==> config.mk <==
export PLATFORM = sky130hd
export DESIGN_NAME = uart_tx
export DESIGN_NICKNAME = d
export VERILOG_FILES = /design/src/rtl/uart_pkg.sv /design/src/rtl/uart_tx.sv
export SDC_FILE = /design/constraint.sdc
export NUM_CORES = 1
export LEC_CHECK = 0
export ABC_AREA = 1
export CORE_ASPECT_RATIO = 1.2
export CORE_UTILIZATION = 42
export DETAILED_ROUTE_END_ITERATION = 7
export GPL_ROUTABILITY_DRIVEN = 0
export PLACE_DENSITY = 0.69
export SKIP_CTS_REPAIR_TIMING = 1
export SLEW_MARGIN = 20
export SYNTH_ARGS = -nofsm -noshare
export SYNTH_HDL_FRONTEND = slang
export SYNTH_SLANG_ARGS = --single-unit
==> constraint.sdc <==
create_clock -name clk -period 1.93 [get_ports clk]
set_input_delay 0.193 -clock clk [delete_from_list [all_inputs] [get_ports clk]]
set_output_delay 0.193 -clock clk [all_outputs]
set_load 0.02 [all_outputs]
==> src/rtl/uart_pkg.sv <==
// Shared types and helpers for the UART transmit path: state encoding,
// data-bit encodings, per-frame configuration and parity calculation.
package uart_pkg;

  localparam logic [1:0] DBITS_5 = 2'b00;
  localparam logic [1:0] DBITS_6 = 2'b01;
  localparam logic [1:0] DBITS_7 = 2'b10;
  localparam logic [1:0] DBITS_8 = 2'b11;

  // Widest data word parity_calc accepts; narrower words are zero-extended.
  localparam int unsigned PAR_MAX_W = 16;

  localparam logic [2:0] ST_IDLE   = 3'd0;
  localparam logic [2:0] ST_START  = 3'd1;
  localparam logic [2:0] ST_DATA   = 3'd2;
  localparam logic [2:0] ST_PARITY = 3'd3;
  localparam logic [2:0] ST_STOP   = 3'd4;

  typedef enum logic [2:0] {
    S_IDLE   = ST_IDLE,
    S_START  = ST_START,
    S_DATA   = ST_DATA,
    S_PARITY = ST_PARITY,
    S_STOP   = ST_STOP
  } tx_state_t;

  typedef struct packed {
    logic [1:0] dbits;
    logic       par_en;
    logic       par_odd;
    logic       stop2;
  } frame_cfg_t;

  function automatic logic [3:0] dbits_count(input logic [1:0] dbits);
    return 4'd5 + {2'b00, dbits};
  endfunction

  function automatic logic parity_calc(input logic [PAR_MAX_W-1:0] data,
                                       input logic [3:0]           nbits,
                                       input logic                 odd);
    logic p;
    p = odd;
    for (int unsigned i = 0; i < PAR_MAX_W; i++) begin
      if (i < 32'(nbits)) p = p ^ data[i];
    end
    return p;
  endfunction

endpackage

==> src/rtl/uart_tx.sv <==
// UART transmitter: one-entry holding register feeding a tick-paced
// start/data/parity/stop serialiser, allowing gap-free back-to-back frames.
module uart_tx
  import uart_pkg::*;
#(
  parameter int unsigned DATA_W = 8
) (
  input  logic              clk,
  input  logic              rst_n,
  input  logic              baud_tick,
  input  logic [DATA_W-1:0] in_data,
  input  logic              in_valid,
  output logic              in_ready,
  input  logic [1:0]        cfg_dbits,
  input  logic              cfg_par_en,
  input  logic              cfg_par_odd,
  input  logic              cfg_stop2,
  output logic              tx,
  output logic              busy
);

  tx_state_t          r_state;
  logic [DATA_W-1:0]  r_hold_data;
  frame_cfg_t         r_hold_cfg;
  logic               r_hold_valid;
  logic [DATA_W-1:0]  r_shift;
  logic [3:0]         r_nbits;
  logic               r_par_en;
  logic               r_stop2;
  logic               r_par;
  logic [3:0]         r_bit_cnt;
  logic               r_stop_cnt;
  logic               r_tx;

  logic                 w_accept;
  logic                 w_load;
  logic                 w_stop_last;
  logic                 w_data_last;
  logic                 w_hold_par;
  logic [DATA_W-1:0]    w_in_masked;
  logic [PAR_MAX_W-1:0] w_hold_ext;

  assign w_accept    = in_valid && !r_hold_valid;
  assign w_stop_last = !r_stop2 || r_stop_cnt;
  assign w_data_last = (r_bit_cnt == (r_nbits - 4'd1));

  // Only registered hold_valid is looked at, so a same-cycle accept waits
  // for the following load point.
  assign w_load = baud_tick && r_hold_valid &&
                  ((r_state == S_IDLE) || ((r_state == S_STOP) && w_stop_last));

  always_comb begin
    w_in_masked = '0;
    for (int unsigned i = 0; i < DATA_W; i++) begin
      if (i < 32'(dbits_count(cfg_dbits))) w_in_masked[i] = in_data[i];
    end
  end

  always_comb begin
    w_hold_ext = '0;
    w_hold_ext[DATA_W-1:0] = r_hold_data;
  end

  assign w_hold_par = parity_calc(w_hold_ext, dbits_count(r_hold_cfg.dbits),
                                  r_hold_cfg.par_odd);

  always_ff @(posedge clk or negedge rst_n) begin
    if (!rst_n) begin
      r_hold_valid <= 1'b0;
      r_hold_data  <= '0;
      r_hold_cfg   <= '0;
    end else if (w_load) begin
      r_hold_valid <= 1'b0;
    end else if (w_accept) begin
      r_hold_valid <= 1'b1;
      r_hold_data  <= w_in_masked;
      r_hold_cfg   <= '{dbits: cfg_dbits, par_en: cfg_par_en,
                        par_odd: cfg_par_odd, stop2: cfg_stop2};
    end
  end

  always_ff @(posedge clk or negedge rst_n) begin
    if (!rst_n) begin
      r_state    <= S_IDLE;
      r_tx       <= 1'b1;
      r_shift    <= '0;
      r_nbits    <= 4'd8;
      r_par_en   <= 1'b0;
      r_stop2    <= 1'b0;
      r_par      <= 1'b0;
      r_bit_cnt  <= '0;
      r_stop_cnt <= 1'b0;
    end else if (baud_tick) begin
      if (w_load) begin
        r_shift  <= r_hold_data;
        r_nbits  <= dbits_count(r_hold_cfg.dbits);
        r_par_en <= r_hold_cfg.par_en;
        r_stop2  <= r_hold_cfg.stop2;
        r_par    <= w_hold_par;
        r_tx     <= 1'b0;
        r_state  <= S_START;
      end else begin
        unique case (r_state)
          S_START: begin
            r_tx      <= r_shift[0];
            r_bit_cnt <= '0;
            r_state   <= S_DATA;
          end
          S_DATA: begin
            if (w_data_last) begin
              r_stop_cnt <= 1'b0;
              if (r_par_en) begin
                r_tx    <= r_par;
                r_state <= S_PARITY;
              end else begin
                r_tx    <= 1'b1;
                r_state <= S_STOP;
              end
            end else begin
              r_shift   <= r_shift >> 1;
              r_tx      <= r_shift[1];
              r_bit_cnt <= r_bit_cnt + 4'd1;
            end
          end
          S_PARITY: begin
            r_tx       <= 1'b1;
            r_stop_cnt <= 1'b0;
            r_state    <= S_STOP;
          end
          S_STOP: begin
            if (!w_stop_last) begin
              r_stop_cnt <= 1'b1;
            end else begin
              r_tx    <= 1'b1;
              r_state <= S_IDLE;
            end
          end
          S_IDLE: begin
            r_tx <= 1'b1;
          end
          default: begin
            r_tx    <= 1'b1;
            r_state <= S_IDLE;
          end
        endcase
      end
    end
  end

  assign tx       = r_tx;
  assign in_ready = !r_hold_valid;
  assign busy     = (r_state != S_IDLE) || r_hold_valid;

endmodule

==> results of run 1 <==
[logic make-up (layout without fill, tap and decap cells)]
kind of cell	Yosys count	after routing
AND/OR/NAND/NOR	137	137
buffers and inverters	42	71
AO/OA/AOI/OAI	41	41
flip-flops	38	38
adder cells (fa/ha/maj)	5	5
XOR/XNOR	5	5
[state kept, by name, summed over array words and instances (netlist names)]
register	count
r_state	3
tx	1
r_hold_cfg	5
r_hold_data	8
r_shift	8
r_par	1
r_nbits	4
r_stop_cnt	1
r_stop2	1
r_bit_cnt	4
r_par_en	1
r_hold_valid	1
[where the power goes]
part / leakage (uW) / switching [uW] / internal, uW / total (uW)
Clock: 0.0000478 / 301 / 294 / 595
Sequential: 0.000484 / 218 / 1140 / 1360
Combinational: 0.000701 / 1140 / 687 / 1820
[area by class of cell]
class | count | area (um^2)
Inverter | 38 | 147.6
Sequential cell | 38 | 953.4
Clock buffer | 6 | 82.58
Clock inverter | 2 | 16.27
Tap cell | 58 | 72.57
Multi-Input combinational cell | 188 | 983.4
Fill cell | 458 | 2207
Timing Repair Buffer | 25 | 232.7
[metal layers]
metal | track usage | wire length, um
met1 | 0.2263 | 1882
met2 | 0.2697 | 1819
met5 | 0 | 0
met3 | 0.03857 | 120
met4 | 0.07021 | 65
[how the worst max path moves through the flow]
stage,end,slack (ns),depth (start not counted)
3_3_place_gp,r_shift[2],0.32,13
6_report,busy,0.12,3
4_1_cts,busy,0.12,3
5_1_grt,busy,0.03,3
3_5_place_dp,r_par,0.28,10
2_1_floorplan,r_shift[0],0.40,13
[stage by stage]
| step | instance area (um^2) | instances |
|---|---|---|
| 2_1_floorplan | 2111 | 268 |
| 3_3_place_gp | 2380 | 346 |
| 3_5_place_dp | 2380 | 346 |
| 4_1_cts | 2479 | 354 |
| 5_1_grt | 2489 | 355 |
| 6_report | 2489 | 355 |
[cells in the final DEF (no fill, tap or decap)]
cell type and instances:
sky130_fd_sc_hd__nand2_1 101, sky130_fd_sc_hd__dfrtp_1 36, sky130_fd_sc_hd__inv_1 32, sky130_fd_sc_hd__o21ai_0 21
sky130_fd_sc_hd__clkdlybuf4s50_1 18, sky130_fd_sc_hd__nand3_1 9, sky130_fd_sc_hd__nor2_1 6, sky130_fd_sc_hd__o21ai_2 6
sky130_fd_sc_hd__clkbuf_8 6, sky130_fd_sc_hd__inv_2 5, sky130_fd_sc_hd__a21oi_1 5, sky130_fd_sc_hd__o21ai_1 5
sky130_fd_sc_hd__ha_1 5, sky130_fd_sc_hd__buf_4 5, sky130_fd_sc_hd__nand2_4 4, sky130_fd_sc_hd__xor2_1 4
sky130_fd_sc_hd__or2_2 3, sky130_fd_sc_hd__nand4_1 2, sky130_fd_sc_hd__nor2_2 2, sky130_fd_sc_hd__nand2_2 2
sky130_fd_sc_hd__nand3b_1 2, sky130_fd_sc_hd__inv_6 2, sky130_fd_sc_hd__dfstp_2 2, sky130_fd_sc_hd__o211ai_1 1
sky130_fd_sc_hd__o22ai_1 1, sky130_fd_sc_hd__a31oi_2 1, sky130_fd_sc_hd__nand3_2 1, sky130_fd_sc_hd__nand3b_4 1
sky130_fd_sc_hd__nand2_8 1, sky130_fd_sc_hd__nor2_4 1, sky130_fd_sc_hd__or2_1 1, sky130_fd_sc_hd__xnor2_1 1
sky130_fd_sc_hd__nor3_1 1, sky130_fd_sc_hd__o21bai_1 1, sky130_fd_sc_hd__clkinvlp_4 1, sky130_fd_sc_hd__dlygate4sd3_1 1
sky130_fd_sc_hd__buf_2 1
==> impl_summary.txt, run 1 <==
----------------------------------------------------
[Outcome]
  Run status ... finished clean

[Setup path]
  Launch point of the worst path ... r_state[2]
  R2R Path Start ... r_nbits[0]
  Buffers & Inverters on Critical Path ... 2
  Delay of the slowest cell on the worst path ... 0.63 ns
  Endpoint class of the critical path ... output pin
  Category of the worst setup path launch point ... flop
  Critical path's slowest cell ... sky130_fd_sc_hd__clkdlybuf4s50_1
  Critical path's top delay family ... buffers and inverters
  Crit Path Category ... reg -> out
  Top fanout value on the critical path ... 5
  Critical path, cell by cell ... inv_1 > nand4_1 > clkdlybuf4s50_1
  Worst-case register-to-register setup slack ... 0.25 ns
  Required time of the critical path ... 1.74 ns
  End of the worst register-to-register path ... r_shift[6]
  CP Data Arrival Time ... 1.62 ns
  Worst R2R Path Depth ... 13

[Synthesis]
  Syn_nets ... 290
  Dominant cell by count in the synthesized netlist ... sky130_fd_sc_hd__nand2_1
  Cell variety after synth ... 34
  Share of the synthesized area in the top cell type ... 0.4268
  Count of state elements after synthesis ... 38
  Share of flip-flops with an asynchronous set or reset ... 1.000
  Post-synthesis share of cell area spent on xor and xnor gates ... 0.02075
  Post-synthesis instance area ... 2111 um^2
  Mean post-synth cell area ... 7.876 um^2
  Synth warnings ... 0
  Register area share after synthesis ... 0.4517
  Post-synth EDFFs ... 0
  Ranking of synthesized cells by instance count ... 101 x sky130_fd_sc_hd__nand2_1, 36 x sky130_fd_sc_hd__dfrtp_1, 32 x sky130_fd_sc_hd__inv_1
  Synthesized-area fraction occupied by and/or/nand/nor cells ... 0.3011
  Cell types occupying the most area after synthesis ... sky130_fd_sc_hd__dfrtp_1 43%, sky130_fd_sc_hd__nand2_1 18%, sky130_fd_sc_hd__inv_1 5.7%, sky130_fd_sc_hd__o21ai_0 5.0%, sky130_fd_sc_hd__ha_1 3.0%
  Fraction of the mapped netlist area in compound gates ... 0.1144
  Main combinational cell family by area after synthesis ... simple AND/OR/NAND/NOR gates
  Synthesized instance count ... 268
  Adder-Cell Fraction of Synth Area ... 0.02964
  Synth area leader ... sky130_fd_sc_hd__dfrtp_1
  Primary flip-flop cell chosen by synthesis mapping ... sky130_fd_sc_hd__dfrtp_1
  Multiplexer share of the synthesized area ... 0

[Power and ir drop]
  Power, Total ... 3778 uW
  Leakage dissipation ... 0.001233 uW
  Pwr per Cell Area ... 1518 nW/um^2
  Worst vdd rail ir drop ... 638.8 uV

[STA]
  Worst-case headroom to the max-slew limit ... 0.6112
  Clock tree skew after final layout ... 0.006638 ns
  Crit path time final ... 1.814 ns
  Fin worst setup slack ... 0.1158 ns
  RSZ-0062 raised after global routing ... no
  Smallest hold slack ... 0.4226 ns
  Slew at the pin with the worst max-slew slack ... 0.5831 ns
  Number of hold-slack violations in the final timing report ... 0
  Final Setup Violations ... 0
  Setup total negative slack ... 0 ns
  Period utilization ... 0.9400
  Slew Viols, Final ... 0
  Highest achievable clock rate ... 0.5512 GHz

[CTS]
  Number of buffers inserted during clock tree synthesis ... 5
  Number of H-tree branching levels ... 2
  Number of buffers on the longest clock path ... 2
  Clock tree from TritonCTS ... done
  CTS Root Buffer Type ... sky130_fd_sc_hd__clkbuf_8
  Num Clock Sinks ... 38
  Clock transition time at the flip-flop clock pins of the worst setup and hold paths ... 0.08 ns
  Clock latency at the later pin of the worst-skew pair ... 0.29 ns

[Place]
  Post-DP HPWL ... 2.927 mm
  Total of buffers placed on input and output ports ... 19
  Worst setup slack after placement ... 0.2791 ns

[Floorplanning]
  Total number of placement rows ... 27
  Effective utilization at floorplan ... 0.4495
  Die outline area ... 5315 um^2
  Number of top-level pins ... 20
  Area inside the core boundary ... 4696 um^2
  Die span in x ... 66.72 um
  Vert. Die Dim ... 79.66 um

[Drt]
  First-pass DRT Iterations ... 4
  Number of nets still failing antenna checks after routing ... 0
  Routed vias/inst ... 4.668
  DRC ... 0
  Total routed wirelength ... 3.888 mm
  Via count ... 1,657
  Mean routed wirelength per cell ... 10.95 um
  Iteration-0 DRC count of the detailed router ... 76

[Finish]
  Layout cells sized above 1 ... 0.1481
  End-of-flow core utilization ... 0.5300
  Number of diodes ... 0
  Number of nets in the final layout ... 318
  Synthesis-to-finish area growth ... 17.90%

[GRT]
  Initial antenna violation count ... 0
  Maximum number of pins on one net before global-route repair ... 27
  Via count of the first global-routing pass ... 1,531
  Final global-route overflow total ... 0
  Overall Global Routing Usage ... 0.1719
  Wire length of the first global-routing pass ... 6.831 mm

[Min path]
  Path class of the lowest-slack min-delay path ... in -> async

[Job]
  Count of maximum capacitance violations ... 0

----------------------------------------------------
No activity file was read; power rests on OpenSTA's default activity.
==> inputs of run 2 (changes only) <==
--- a/config.mk
+++ b/config.mk
@@ -5,7 +5,6 @@
 export SDC_FILE = /design/constraint.sdc
 export NUM_CORES = 1
 export LEC_CHECK = 0
-export ABC_AREA = 1
 export CORE_ASPECT_RATIO = 1.2
 export CORE_UTILIZATION = 42
 export DETAILED_ROUTE_END_ITERATION = 7
==> run 2 against run 1 <==
Effect of this change:
- global-route usage grew 0.37 points
- register-to-register slack worse by 0.13 ns
- core utilization fell by 0.33 points
- synthesized cell count fell by 22%
- final area shrank 2.8%
- cell count down 17%
- hold slack got worse by 0.42 ns
- sequential cell count unchanged
- critical endpoint is now r_bit_cnt[2]
- largest power group unchanged
==> impl_summary.txt, run 2 <==
----------------------------------------------------
[Finish]
  Number of diodes ... 0 (unchanged)
  Most common cell after layout, fill and taps aside ... sky130_fd_sc_hd__nand2_1
  Count of non-filler cells in the finished layout ... 296 (-17%)
  Layout cells sized above 1 ... 0.1345 (-0.01369)
  Synthesis-to-finish area growth ... 20.65%
  End-of-flow core utilization ... 0.5267 (-0.003288)
  Number of nets in the final layout ... 259 (-19%)
  Top Registers ... r_hold_data (8), r_shift (8), r_hold_cfg (5)
  Most frequent cells in the layout ... 56 x sky130_fd_sc_hd__nand2_1, 36 x sky130_fd_sc_hd__dfrtp_1, 22 x sky130_fd_sc_hd__o21ai_0

[Power and ir drop]
  Leakage dissipation ... 0.001118 uW (-9.3%)
  Power, Total ... 4171 uW (+10%)
  Worst vdd rail ir drop ... 630.4 uV (-1.3%)
  Pwr per Cell Area ... 1724 nW/um^2 (+14%)

[Drt]
  Via count ... 1,529 (-7.7%)
  Number of nets still failing antenna checks after routing ... 0 (unchanged)
  Mean routed wirelength per cell ... 13.05 um (+19%)
  Routed vias/inst ... 5.166 (+11%)
  Iteration-0 DRC count of the detailed router ... 167 (+120%)
  DRC ... 0 (unchanged)
  Total routed wirelength ... 3.863 mm (-0.64%)
  First-pass DRT Iterations ... 4 (unchanged)

[CTS]
  Clock transition time at the flip-flop clock pins of the worst setup and hold paths ... 0.07 ns (about the same)
  Clock tree from TritonCTS ... done
  Number of buffers inserted during clock tree synthesis ... 5 (unchanged)
  CTS Root Buffer Type ... sky130_fd_sc_hd__clkbuf_8
  Number of buffers on the longest clock path ... 2 (unchanged)
  Clock latency at the later pin of the worst-skew pair ... 0.28 ns (about the same)
  Num Clock Sinks ... 38 (unchanged)
  Number of H-tree branching levels ... 2 (unchanged)

[Synthesis]
  Post-synth EDFFs ... 0 (unchanged)
  Register area share after synthesis ... 0.4754 (+0.02367)
  Synthesized instance count ... 208 (-22%)
  Ranking of synthesized cells by instance count ... 56 x sky130_fd_sc_hd__nand2_1, 36 x sky130_fd_sc_hd__dfrtp_1, 22 x sky130_fd_sc_hd__o21ai_0
  Dominant cell by count in the synthesized netlist ... sky130_fd_sc_hd__nand2_1
  Mean post-synth cell area ... 9.643 um^2 (+22%)
  Syn_nets ... 230 (-21%)
  Primary flip-flop cell chosen by synthesis mapping ... sky130_fd_sc_hd__dfrtp_1
  Count of state elements after synthesis ... 38 (unchanged)
  Cell types occupying the most area after synthesis ... sky130_fd_sc_hd__dfrtp_1 45%, sky130_fd_sc_hd__nand2_1 10%, sky130_fd_sc_hd__o21ai_0 5.5%, sky130_fd_sc_hd__xnor2_1 3.9%, sky130_fd_sc_hd__mux2i_1 3.5%
  Synth warnings ... 0 (unchanged)
  Share of flip-flops with an asynchronous set or reset ... 1.000 (unchanged)
  Cell variety after synth ... 43 (+26%)
  Post-synthesis instance area ... 2006 um^2 (-5.0%)
  Share of the synthesized area in the top cell type ... 0.4492 (+0.02236)
  Synth area leader ... sky130_fd_sc_hd__dfrtp_1

[STA]
  Slew at the pin with the worst max-slew slack ... 0.8283 ns (+0.2452 ns)
  RSZ-0062 raised after global routing ... yes
  Number of hold-slack violations in the final timing report ... 0 (unchanged)
  Period utilization ... 0.9367 (-0.003290)
  Crit path time final ... 1.808 ns (-0.006349 ns)
  Worst-case headroom to the max-slew limit ... 0.4478 (-0.1635)
  Highest achievable clock rate ... 0.5532 GHz (+0.35%)
  Final Setup Violations ... 0 (unchanged)
  Slew Viols, Final ... 0 (unchanged)
  Clock tree skew after final layout ... 0.005304 ns (-0.001334 ns)

[Floorplanning]
  Die span in x ... 65.09 um (-2.4%)
  Vert. Die Dim ... 77.70 um (-2.5%)
  Area inside the core boundary ... 4594 um^2 (-2.2%)
  Number of top-level pins ... 20 (unchanged)
  Effective utilization at floorplan ... 0.4365 (-0.01296)
  Total number of placement rows ... 27 (unchanged)
  Die outline area ... 5057 um^2 (-4.8%)

[GRT]
  Final global-route overflow total ... 0 (unchanged)
  Initial antenna violation count ... 0 (unchanged)
  Wire length of the first global-routing pass ... 6.748 mm (-1.2%)
  Via count of the first global-routing pass ... 1,443 (-5.7%)
  Maximum number of pins on one net before global-route repair ... 39 (+44%)
  Overall Global Routing Usage ... 0.1757 (+0.003705)

[Min path]
  Path class of the lowest-slack min-delay path ... in -> async

[Place]
  Total instance count after detailed placement ... 287 (-17%)
  Total of buffers placed on input and output ports ... 19 (unchanged)
  Post-DP HPWL ... 2.812 mm (-3.9%)

[Setup path]
  Top fanout value on the critical path ... 7 (+2)
  Required time of the critical path ... 2.11 ns (+0.37 ns)
  Category of the worst setup path launch point ... flop
  Endpoint class of the critical path ... flop
  CP Data Arrival Time ... 1.98 ns (+0.36 ns)
  Crit Path Category ... reg -> reg

[Job]
  Count of maximum capacitance violations ... 0 (unchanged)

[Outcome]
  Run status ... finished clean

----------------------------------------------------
==> run 2: cell count changes in the layout (fill, tap and decap cells not counted), sizes merged, moves of 3 or more <==
cell,change
a31oi,+5
nand2,-51
or2,-3
nand3,-4
mux2,+4
mux2i,+7
inv,-30
buf,+5
xnor2,+9
a21oi,-3
o21ai,-9
o311ai,+3
nor2,-4
==> run 2: final cells by class <==
cell class                 instances  area, um^2
fill                             447        2175
multi-input combinational        154       987.2
sequential                        38       953.4
timing repair buffer              29       266.5
clock buffer                       7       76.32
tap                               58       72.57
inverter                           9       33.78
clock inverter                     1       30.03
==> run 2: critical path: stages, from the launching register on <==
cell                      delay [ns]
sky130_fd_sc_hd__dfrtp_1        0.38
sky130_fd_sc_hd__inv_1          0.05
sky130_fd_sc_hd__ha_1           0.28
sky130_fd_sc_hd__xor2_1         0.17
sky130_fd_sc_hd__nand3_2        0.16
sky130_fd_sc_hd__nor2_2         0.10
sky130_fd_sc_hd__or3_1          0.31
sky130_fd_sc_hd__a32o_1         0.25
==> run 2: power breakdown <==
group / internal [uW] / leakage, uW / switching (uW)
sequential: 1170 / 0.000481 / 305
clock: 387 / 0.0000524 / 266
combinational: 959 / 0.000585 / 1080
==> run 2: kinds of logic (layout without fill, tap and decap cells) <==
kind of cell	Yosys count	after routing	share of synthesized area
adders and majority gates	5	5	0.03119
and+or+nand+nor	81	81	0.1878
muxes	11	11	0.05739
xor gates and xnor gates	13	13	0.06738
DFF	38	38	0.4754
AOI/OAI and AO/OA	44	44	0.1472
buffers and inverters	16	46	0.03368
==> run 2: worst paths after layout <==
path | slack (ns) | start | depth (start not counted) | to
min reg2reg | 0.48 | r_par | 2 | r_par
max reg2reg | 0.12 | r_nbits[1] | 7 | r_bit_cnt[2]
max in group asynchronous | 1.40 | rst_n | 1 | r_nbits[2]
min in group clk | 0.43 | cfg_stop2 | 3 | r_hold_cfg[0]
min | 0.002 | rst_n | 1 | r_bit_cnt[3]
max | 0.12 | r_nbits[1] | 7 | r_bit_cnt[2]
==> run 2: metal layers <==
layer / GRT usage / up-vias / wire [um]
li1: - / 772 / -
met1: 0.2375 / 706 / 1762
met2: 0.2688 / 41 / 1837
met3: 0.03971 / 10 / 143
met4: 0.07391 / 0 / 120
met5: 0 / - / 0
==> run 2: through the flow <==
stage	worst slack, ns	setup TNS [ns]	instance area (um^2)	hold slack, ns
2_1_floorplan	0.1444	0	2006	-0.1026
3_3_place_gp	0.1650	0	2297	0.3474
3_5_place_dp	0.1177	0	2297	0.3491
4_1_cts	0.02270	0	2404	0.03510
5_1_grt	-0.01307	-0.01359	2420	0.05790
6_report	0.1222	0	2420	0.002048
==> inputs of run 3 (changes only) <==
==> constraint.sdc (replaced) <==
create_clock -name clk -period 1.93 [get_ports clk]
set_input_delay 0.4825 -clock clk [delete_from_list [all_inputs] [get_ports clk]]
set_output_delay 0.4825 -clock clk [all_outputs]
set_load 0.02 [all_outputs]
==> run 3 against run 2 <==
Effect of this change:
- cell count is 2.0% higher
- sequential share of layout area shrank 1.0 points
- power up 4.0%
- fmax is 1.7% higher
- clock skew hardly changed
- global-route usage is 1.1 points higher
- highest routed layer unchanged
- sequential cell count unchanged
- critical path type unchanged
==> impl_summary.txt, run 3 (synthesis results as in run 2) <==
----------------------------------------------------
[Min path]
  Path class of the lowest-slack min-delay path ... in -> async

[Setup path]
  Required time of the critical path ... 2.11 ns (about the same)
  Endpoint class of the critical path ... flop
  Worst R2R Path Depth ... 4 (-3)
  Critical path, cell by cell ... or2_1 > nor3_4 > nand2_4 > mux2_2
  Category of the worst setup path launch point ... flop
  Delay of the slowest cell on the worst path ... 0.45 ns (+0.07 ns)
  Crit Path Category ... reg -> reg
  Top fanout value on the critical path ... 19 (+12)
  CP Data Arrival Time ... 1.96 ns (-0.02 ns)
  Critical path's slowest cell ... sky130_fd_sc_hd__dfrtp_1

[Drt]
  Via count ... 1,561 (+2.1%)
  Routed vias/inst ... 5.169 (about the same)
  Mean routed wirelength per cell ... 13.16 um (+0.83%)
  Total routed wirelength ... 3.974 mm (+2.9%)
  Number of nets still failing antenna checks after routing ... 0 (unchanged)
  First-pass DRT Iterations ... 4 (unchanged)
  DRC ... 0 (unchanged)
  Iteration-0 DRC count of the detailed router ... 98 (-41%)

[GRT]
  Maximum number of pins on one net before global-route repair ... 39 (unchanged)
  Overall Global Routing Usage ... 0.1867 (+0.01109)
  Initial antenna violation count ... 0 (unchanged)
  Wire length of the first global-routing pass ... 7.051 mm (+4.5%)
  Via count of the first global-routing pass ... 1,499 (+3.9%)
  Final global-route overflow total ... 0 (unchanged)

[Place]
  Total of buffers placed on input and output ports ... 19 (unchanged)
  Total instance count after detailed placement ... 292 (+1.7%)
  Post-DP HPWL ... 2.940 mm (+4.6%)
  Worst setup slack after placement ... -0.04862 ns (-0.1664 ns)

[Finish]
  Count of non-filler cells in the finished layout ... 302 (+2.0%)
  Layout cells sized above 1 ... 0.1598 (+0.02538)
  Synthesis-to-finish area growth ... 23.83%
  Number of nets in the final layout ... 265 (+2.3%)
  Most frequent cells in the layout ... 56 x sky130_fd_sc_hd__nand2_1, 36 x sky130_fd_sc_hd__dfrtp_1, 22 x sky130_fd_sc_hd__o21ai_0
  Top Registers ... r_hold_data (8), r_shift (8), r_hold_cfg (5)
  Most common cell after layout, fill and taps aside ... sky130_fd_sc_hd__nand2_1
  End-of-flow core utilization ... 0.5406 (+0.01389)
  Number of diodes ... 0 (unchanged)

[STA]
  Slew Viols, Final ... 0 (unchanged)
  Worst-case headroom to the max-slew limit ... 0.6903 (+0.2425)
  Period utilization ... 0.9210 (-0.01573)
  Slew at the pin with the worst max-slew slack ... 0.4588 ns (-0.3696 ns)
  RSZ-0062 raised after global routing ... no
  Final Setup Violations ... 0 (unchanged)
  Fin worst setup slack ... 0.1525 ns (+0.03037 ns)
  Clock tree skew after final layout ... 0.005319 ns (+0.00001499 ns)
  Crit path time final ... 1.777 ns (-0.03037 ns)
  Number of hold-slack violations in the final timing report ... 0 (unchanged)
  Highest achievable clock rate ... 0.5626 GHz (+1.7%)

[Floorplanning]
  Vert. Die Dim ... 77.70 um (unchanged)
  Total number of placement rows ... 27 (unchanged)
  Effective utilization at floorplan ... 0.4365 (unchanged)
  Die span in x ... 65.09 um (unchanged)
  Die outline area ... 5057 um^2 (unchanged)
  Area inside the core boundary ... 4594 um^2 (unchanged)
  Number of top-level pins ... 20 (unchanged)

[CTS]
  Num Clock Sinks ... 38 (unchanged)
  Clock tree from TritonCTS ... done
  Number of H-tree branching levels ... 2 (unchanged)
  Number of buffers inserted during clock tree synthesis ... 5 (unchanged)
  Number of buffers on the longest clock path ... 2 (unchanged)
  Clock latency at the later pin of the worst-skew pair ... 0.29 ns (about the same)
  CTS Root Buffer Type ... sky130_fd_sc_hd__clkbuf_8
  Clock transition time at the flip-flop clock pins of the worst setup and hold paths ... 0.08 ns (about the same)

[Outcome]
  Run status ... finished clean

[Job]
  Count of maximum capacitance violations ... 0 (unchanged)

[Power and ir drop]
  Pwr per Cell Area ... 1746 nW/um^2 (+1.3%)
  Leakage dissipation ... 0.001174 uW (+5.0%)
  Worst vdd rail ir drop ... 913.4 uV (+45%)

----------------------------------------------------
==> run 3: cell types whose count changed in the layout (fill, tap and decap cells not counted), moves of 2 or more <==
cell,previous run,this run
sky130_fd_sc_hd__clkdlybuf4s50_1,17,15
sky130_fd_sc_hd__dlymetal6s2s_1,1,3
sky130_fd_sc_hd__clkinvlp_4,0,2
sky130_fd_sc_hd__buf_4,9,15
sky130_fd_sc_hd__clkbuf_1,2,0
==> run 3: cell type report <==
cell class                 count  area [um^2]
clock buffer                   5        68.82
clock inverter                 3        45.04
fill                         456         2111
inverter                       9        33.78
multi-input combinational    154        984.7
sequential                    38        953.4
tap                           58        72.57
timing repair buffer          35        325.3
==> run 3: power breakdown <==
group          switching, uW  leakage (uW)  internal [uW]
clock network            295     0.0000504            384
registers                313      0.000481           1170
logic                   1100      0.000643           1070
total                   1710       0.00117           2630
==> run 3: worst paths after layout <==
kind / from / slack (ns) / to
min in group clk: r_par / 0.48 / r_par
worst max-delay path: r_state[1] / 0.15 / r_nbits[1]
max in group asynchronous: rst_n / 1.35 / tx
worst min register to register: r_par / 0.48 / r_par
worst min-delay path: rst_n / 0.21 / r_nbits[0]
worst max register to register: r_state[1] / 0.15 / r_nbits[1]
==> run 3: worst max-delay path: cells and delay by family, from the launching register on <==
family           cells  cell delay (ns)
DFF                  1             0.45
and+or+nand+nor      3             0.89
muxes                1             0.32
==> run 3: metal layers <==
metal	vias to the layer above	wire (um)	GRT usage
met5	-	0	0
met4	0	87	0.08696
met3	7	143	0.04412
met2	33	1916	0.2927
met1	737	1826	0.2412
li1	784	-	-
==> run 3: through the flow <==
step	hold WS [ns]	power [uW]	cell area, um^2	setup TNS (ns)
after global routing	0.2637	4696	2484	0
after global placement	0.4591	3563	2347	-0.01869
after floorplan	0.1869	2924	2006	0
after CTS	0.2391	4306	2461	-0.1812
after detailed placement	0.4677	3616	2347	-0.08940
final	0.2119	4337	2484	0
